**config.mk**
```make
export PLATFORM = sky130hd
export DESIGN_NAME = mem_port_arbiter
export DESIGN_NICKNAME = d
export VERILOG_FILES = /design/src/rtl/mem_arb_pkg.sv /design/src/rtl/mem_arb_lat_cnt.sv /design/src/rtl/mem_port_arbiter.sv
export SDC_FILE = /design/constraint.sdc
export NUM_CORES = 1
export LEC_CHECK = 0
export CAP_MARGIN = 20
export CORE_UTILIZATION = 37
export DETAILED_ROUTE_END_ITERATION = 6
export GPL_TIMING_DRIVEN = 0
export PLACE_DENSITY = 0.78
export SYNTH_ARGS = -nofsm -noshare
export SYNTH_HDL_FRONTEND = slang
export SYNTH_HIERARCHICAL = 1
export SYNTH_SLANG_ARGS = --single-unit
```
**constraint.sdc**
```tcl
create_clock -name clk -period 4.6 [get_ports clk]
set_clock_uncertainty 0.05 [all_clocks]
set_input_delay 0.69 -clock clk [delete_from_list [all_inputs] [get_ports clk]]
set_output_delay 0.69 -clock clk [all_outputs]
set_load 0.01 [all_outputs]
```
**src/rtl/mem_arb_pkg.sv**
```systemverilog
// Shared types and arbitration helper for the IF/MEM memory port arbiter.
// Round-robin tie-breaking is enabled by defining ARB_RR_EN.

package mem_arb_pkg;

    // Port transaction phases: wait for a request, run the fixed latency, answer.
    typedef enum logic [1:0] {
        IDLE = 2'd0,
        BUSY = 2'd1,
        RESP = 2'd2
    } arb_state_t;

    // Which pipeline stage currently owns the memory port.
    typedef enum logic {
        OWN_IF  = 1'b0,
        OWN_MEM = 1'b1
    } owner_t;

    // Grant decision. A lone requester always wins; on a tie the MEM stage wins
    // unless rotation is enabled, in which case the side not granted last wins.
    function automatic owner_t arb_pick(
        input logic   if_req,
        input logic   mem_req,
        input owner_t last_owner,
        input logic   rr_en
    );
        if (if_req && mem_req && rr_en) begin
            return (last_owner == OWN_IF) ? OWN_MEM : OWN_IF;
        end
        return mem_req ? OWN_MEM : OWN_IF;
    endfunction

endpackage

```
**src/rtl/mem_arb_lat_cnt.sv**
```systemverilog
// Loadable down-counter timing the fixed memory latency of one port transaction.
// Loaded with MEM_LAT on grant, decremented once per BUSY cycle; expire_o flags
// the last BUSY cycle (count == 1).

module mem_arb_lat_cnt #(
    parameter int MEM_LAT = 2
) (
    input  logic clk,
    input  logic reset,
    input  logic load_i,
    input  logic dec_i,
    output logic expire_o
);

    localparam int               CNT_W    = $clog2(MEM_LAT + 1);
    localparam logic [CNT_W-1:0] LOAD_VAL = CNT_W'(MEM_LAT);
    localparam logic [CNT_W-1:0] ONE      = CNT_W'(1);

    logic [CNT_W-1:0] cnt_q;
    logic [CNT_W-1:0] cnt_d;

    // Next count: load wins over decrement, and the count never wraps below zero.
    always_comb begin
        // NOTE: assigning a default first means every path drives cnt_d, so no latch is inferred.
        cnt_d = cnt_q;
        if (load_i) begin
            cnt_d = LOAD_VAL;
        end else if (dec_i && (cnt_q != '0)) begin
            cnt_d = cnt_q - ONE;
        end
    end

    // Count register, cleared by the asynchronous reset.
    always_ff @(posedge clk or posedge reset) begin
        if (reset) begin
            cnt_q <= '0;
        end else begin
            // NOTE: non-blocking assignment so every flop samples pre-edge values.
            cnt_q <= cnt_d;
        end
    end

    assign expire_o = (cnt_q == ONE);

endmodule

```
**src/rtl/mem_port_arbiter.sv**
```systemverilog
// Arbiter sharing one single-ported unified memory between the IF stage and the
// MEM stage. One fixed-latency transaction runs at a time (IDLE -> BUSY -> RESP),
// each side sees a one-cycle done pulse, and per-stage stalls feed the hazard logic.
// Optional macro ARB_RR_EN: alternate the grant on ties instead of fixed MEM > IF.

module mem_port_arbiter
    import mem_arb_pkg::*;
#(
    parameter int ADDR_W  = 32,
    parameter int DATA_W  = 32,
    parameter int MEM_LAT = 2
) (
    input  logic              clk,
    input  logic              reset,
    // instruction fetch side
    input  logic              if_req,
    input  logic [ADDR_W-1:0] if_addr,
    output logic              if_done,
    output logic [DATA_W-1:0] if_rdata,
    // load/store side
    input  logic              mem_req,
    input  logic              mem_we,
    input  logic [ADDR_W-1:0] mem_addr,
    input  logic [DATA_W-1:0] mem_wdata,
    output logic              mem_done,
    output logic [DATA_W-1:0] mem_rdata,
    // memory macro port
    output logic              port_en,
    output logic              port_we,
    output logic [ADDR_W-1:0] port_addr,
    output logic [DATA_W-1:0] port_wdata,
    input  logic [DATA_W-1:0] port_rdata,
    // pipeline freeze
    output logic              stall_if,
    output logic              stall_mem
);

    arb_state_t        state_q,      state_d;
    owner_t            owner_q,      owner_d;
    logic              port_en_q,    port_en_d;
    logic              port_we_q,    port_we_d;
    logic [ADDR_W-1:0] port_addr_q,  port_addr_d;
    logic [DATA_W-1:0] port_wdata_q, port_wdata_d;
    logic              if_done_q,    if_done_d;
    logic              mem_done_q,   mem_done_d;
    logic [DATA_W-1:0] if_rdata_q;
    logic [DATA_W-1:0] mem_rdata_q;

    logic   grant;
    owner_t grant_owner;
    logic   cnt_load;
    logic   cnt_dec;
    logic   cnt_expire;

    // A new transaction can only start from IDLE; requests in BUSY/RESP wait.
    assign grant = (state_q == IDLE) && (if_req || mem_req);

`ifdef ARB_RR_EN
    owner_t last_owner_q;

    assign grant_owner = arb_pick(if_req, mem_req, last_owner_q, 1'b1);

    // Remember who was granted last; starting at IF hands the first tie to MEM.
    always_ff @(posedge clk or posedge reset) begin
        if (reset) begin
            last_owner_q <= OWN_IF;
        end else if (grant) begin
            last_owner_q <= grant_owner;
        end
    end
`else
    assign grant_owner = arb_pick(if_req, mem_req, OWN_IF, 1'b0);
`endif

    mem_arb_lat_cnt #(
        .MEM_LAT (MEM_LAT)
    ) u_lat_cnt (
        .clk      (clk),
        .reset    (reset),
        .load_i   (cnt_load),
        .dec_i    (cnt_dec),
        .expire_o (cnt_expire)
    );

    // Transaction FSM: capture the winner's request, strobe the port once, then answer.
    always_comb begin
        state_d      = state_q;
        owner_d      = owner_q;
        port_en_d    = 1'b0;
        port_we_d    = 1'b0;
        port_addr_d  = port_addr_q;
        port_wdata_d = port_wdata_q;
        if_done_d    = 1'b0;
        mem_done_d   = 1'b0;
        cnt_load     = 1'b0;
        cnt_dec      = 1'b0;

        case (state_q)
            IDLE: begin
                if (grant) begin
                    owner_d   = grant_owner;
                    port_en_d = 1'b1;
                    cnt_load  = 1'b1;
                    state_d   = BUSY;
                    if (grant_owner == OWN_MEM) begin
                        port_we_d    = mem_we;
                        port_addr_d  = mem_addr;
                        port_wdata_d = mem_wdata;
                    end else begin
                        port_addr_d  = if_addr;
                    end
                end
            end
            BUSY: begin
                cnt_dec = 1'b1;
                if (cnt_expire) begin
                    state_d    = RESP;
                    if_done_d  = (owner_q == OWN_IF);
                    mem_done_d = (owner_q == OWN_MEM);
                end
            end
            RESP: begin
                state_d = IDLE;
            end
            default: begin
                state_d = IDLE;
            end
        endcase
    end

    // State and registered port/done outputs; reset aborts any transaction in flight.
    always_ff @(posedge clk or posedge reset) begin
        if (reset) begin
            state_q      <= IDLE;
            owner_q      <= OWN_IF;
            port_en_q    <= 1'b0;
            port_we_q    <= 1'b0;
            port_addr_q  <= '0;
            port_wdata_q <= '0;
            if_done_q    <= 1'b0;
            mem_done_q   <= 1'b0;
        end else begin
            state_q      <= state_d;
            owner_q      <= owner_d;
            port_en_q    <= port_en_d;
            port_we_q    <= port_we_d;
            port_addr_q  <= port_addr_d;
            port_wdata_q <= port_wdata_d;
            if_done_q    <= if_done_d;
            mem_done_q   <= mem_done_d;
        end
    end

    // Keep each side's last read data so the non-owner's rdata stays stable.
    always_ff @(posedge clk or posedge reset) begin
        if (reset) begin
            if_rdata_q  <= '0;
            mem_rdata_q <= '0;
        end else begin
            if (if_done_q) begin
                if_rdata_q <= port_rdata;
            end
            if (mem_done_q) begin
                mem_rdata_q <= port_rdata;
            end
        end
    end

    assign port_en    = port_en_q;
    assign port_we    = port_we_q;
    assign port_addr  = port_addr_q;
    assign port_wdata = port_wdata_q;
    assign if_done    = if_done_q;
    assign mem_done   = mem_done_q;

    // The owner sees memory data directly in its done cycle.
    assign if_rdata   = if_done_q  ? port_rdata : if_rdata_q;
    assign mem_rdata  = mem_done_q ? port_rdata : mem_rdata_q;

    assign stall_if   = if_req  & ~if_done_q;
    assign stall_mem  = mem_req & ~mem_done_q;

endmodule
```
==> metrics <==
commonest non-fill, non-tap cell in the layout clkdlybuf4s50_1; Die Area 0.0155 mm2; Iteration-0 DRC Markers 88; cts hold-fix bufs 0; Placement Cell Area between 0.008 and 0.009 mm2; sequential area share after synthesis roughly three fifths; Final Max Slew Viols 0; global-route wire length before repair 22900 um; max_cap viols 0; clk sinks approximately 140; Final period util 67.2%; WL final 14100 um; M3 GR Usage 8.20%; I/O Buffers around 270; vias in the first global route 4361; Netlist cell types 20; critical-path cell list clkbuf_1 > buf_2 > mux2_2 > clkdlybuf4s50_1; Crit Path Category flip-flop to primary output; CTS Buf Count 17; status completed; RePlAce Congestion about 0.73; RSZ-0062 raised after global routing false; buffer depth of the longest clock path 2; Crit Path Max Fanout 10; H-Tree Depth 4; slowest CP cell clkdlybuf4s50_1; CTS resizes 0; most frequent cells in the layout 265 x clkdlybuf4s50_1, 157 x mux2_2, 137 x dfrtp_1; Clk Latency, worst-skew pair 0.40 ns; CTS tree built; Worst Tran Pin Value 0.596 ns; # DRC 0; hpwl dp 10600 um; Starting Density 38.1%; largest net degree at the start of global routing 71; setup violators final 0; PD cells 691 mW/mm2; crit path DAT 2.35 ns; CTS clk-pin slew, worst paths 0.06 ns; Ys Warns 6; Synth Instances between 300 and 400; gr usage total 19.1%; Site Rows 44; final hold violations 0; M1 GR Usage 20.6%; syn_nets 477; Max-Slew Margin vs Limit between 60 and 70%; Top-Level Pins 267; Overflow after GRT 0; Critical Path End Type primary output; netlist area before placement 0.00556 mm2; Fmax achieved 323 MHz; Tmin final 3.09 ns; Antenna diodes 0; P&R area growth vs syn 63.1%; Mean Syn Cell Area roughly 16 um2; vias 3868; die width 125 um; R2R Setup Slk 2.95 ns; GR Util met2 32.9%; Synth Register Bits between 100 and 150; Critical Path RT between 3 and 4 ns; Max rail drop VDD 0.438 mV; CP peak stage delay 0.52 ns; CP Launch Type flip-flop; Leak Pwr 0.00381 uW; CORE AREA around 0.015 mm2; routed len/inst 17.2 um; Hold Crit Class flip-flop to flip-flop; Root Driver clkbuf_16; share of cells above drive strength 1 32.4%; Layout Nets 762; initial antenna violation count 0; Detail Route Antenna Nets 0; vias per cell 4.70; setup tns final 0 ns; post-route design area roughly 0.009 mm2; die height 125 um; Initial DRT Pass Iterations 3; gr busiest metal met2; post-CTS setup buffer count 0
through the flow:
| stage | util, % | cells | setup slack, ns | hold WS [ns] | total power, uW |
|---|---|---|---|---|---|
| 6_report | 62.2 | 823 | 1.51 | 0.435 | 6270 |
| 2_1_floorplan | - | 342 | 0.249 | 0.381 | 3330 |
| 3_3_place_gp | 57.9 | 791 | -1.49 | 0.419 | 4850 |
| 5_1_grt | 62.2 | 823 | 1.37 | 0.453 | 6600 |
| 3_5_place_dp | 58.1 | 792 | 1.91 | 0.428 | 4950 |
| 4_1_cts | 62.2 | 823 | 1.45 | 0.441 | 6360 |
kinds of logic after synthesis:
| logic type | share of synthesized area (%) |
|---|---|
| AND/OR/NAND/NOR | 2.09 |
| multiplexers | 32.8 |
| buffers and inverters | 2.70 |
| flip-flops | 61.6 |
| AO/OA/AOI/OAI | 0.270 |
| adder cells (fa/ha/maj) | 0.450 |
worst max-delay path, delay by kind of cell, from the launching register on:
family | cells | cell delay (ns)
buf+inv | 3 | 1.21
flops | 1 | 0.34
mux | 1 | 0.39
layer usage:
| metal | share of wire (%) | up-vias |
|---|---|---|
| met1 | 38 | 1918 |
| met3 | 8.2 | 23 |
| met5 | 0 | - |
| met4 | 2.1 | 0 |
| met2 | 52 | 154 |
| li1 | - | 1773 |
worst paths after layout:
check | from | end | cells past startpoint
max in group asynchronous | reset | if_rdata_q[8] | 3
min in group asynchronous | reset | u_lat_cnt/cnt_q[1] | 2
setup / recovery | if_done | if_rdata[28] | 4
hold / removal | port_wdata[4] | port_wdata[4] | 1
setup reg to reg | state_q[0] | port_addr[19] | 3
hold reg to reg | port_wdata[4] | port_wdata[4] | 1
power by group:
group	switching [uW]	internal [uW]	total (uW)
Combinational	1090	1780	2860
Sequential	232	1800	2030
Clock	479	890	1370
Total	1800	4470	6270
flip-flops by register name (all words and copies together), names as in the netlist:
register and cells:
port_we 1, port_en 1, state_q 2, u_lat_cnt/cnt_q 2, mem_done 1, port_addr 32
mem_rdata_q 32, if_rdata_q 32, if_done 1, port_wdata 32, owner_q 1
cell usage after synthesis:
| cell | count | area share (%) |
|---|---|---|
| mux2_1 | 3 | 0.61 |
| mux2_4 | 1 | 0.27 |
| inv_1 | 6 | 0.40 |
| and2_1 | 2 | 0.22 |
| nor2_1 | 3 | 0.20 |
| buf_6 | 6 | 1.2 |
| a21o_1 | 1 | 0.14 |
| nor3b_4 | 1 | 0.34 |
| dfrtp_1 | 137 | 62 |
| clkbuf_1 | 2 | 0.14 |
| ha_1 | 2 | 0.45 |
| mux2_2 | 157 | 32 |
| nor3_4 | 1 | 0.29 |
| nor2b_4 | 1 | 0.25 |
| buf_4 | 1 | 0.14 |
| buf_2 | 9 | 0.81 |
| nor2b_1 | 5 | 0.56 |
| mux2i_1 | 1 | 0.18 |
| and3_1 | 2 | 0.22 |
| o21bai_1 | 1 | 0.14 |
area by class of cell:
class | instances | area, um2
multi-input combinational | 181 | 1980
fill | 1143 | 5520
inverter | 6 | 27.5
timing repair buffer | 266 | 2680
clock buffer | 23 | 478
sequential | 137 | 3430
tap | 184 | 230
buffer | 18 | 128
clock inverter | 8 | 119
Power figures use the tool's default switching activity.
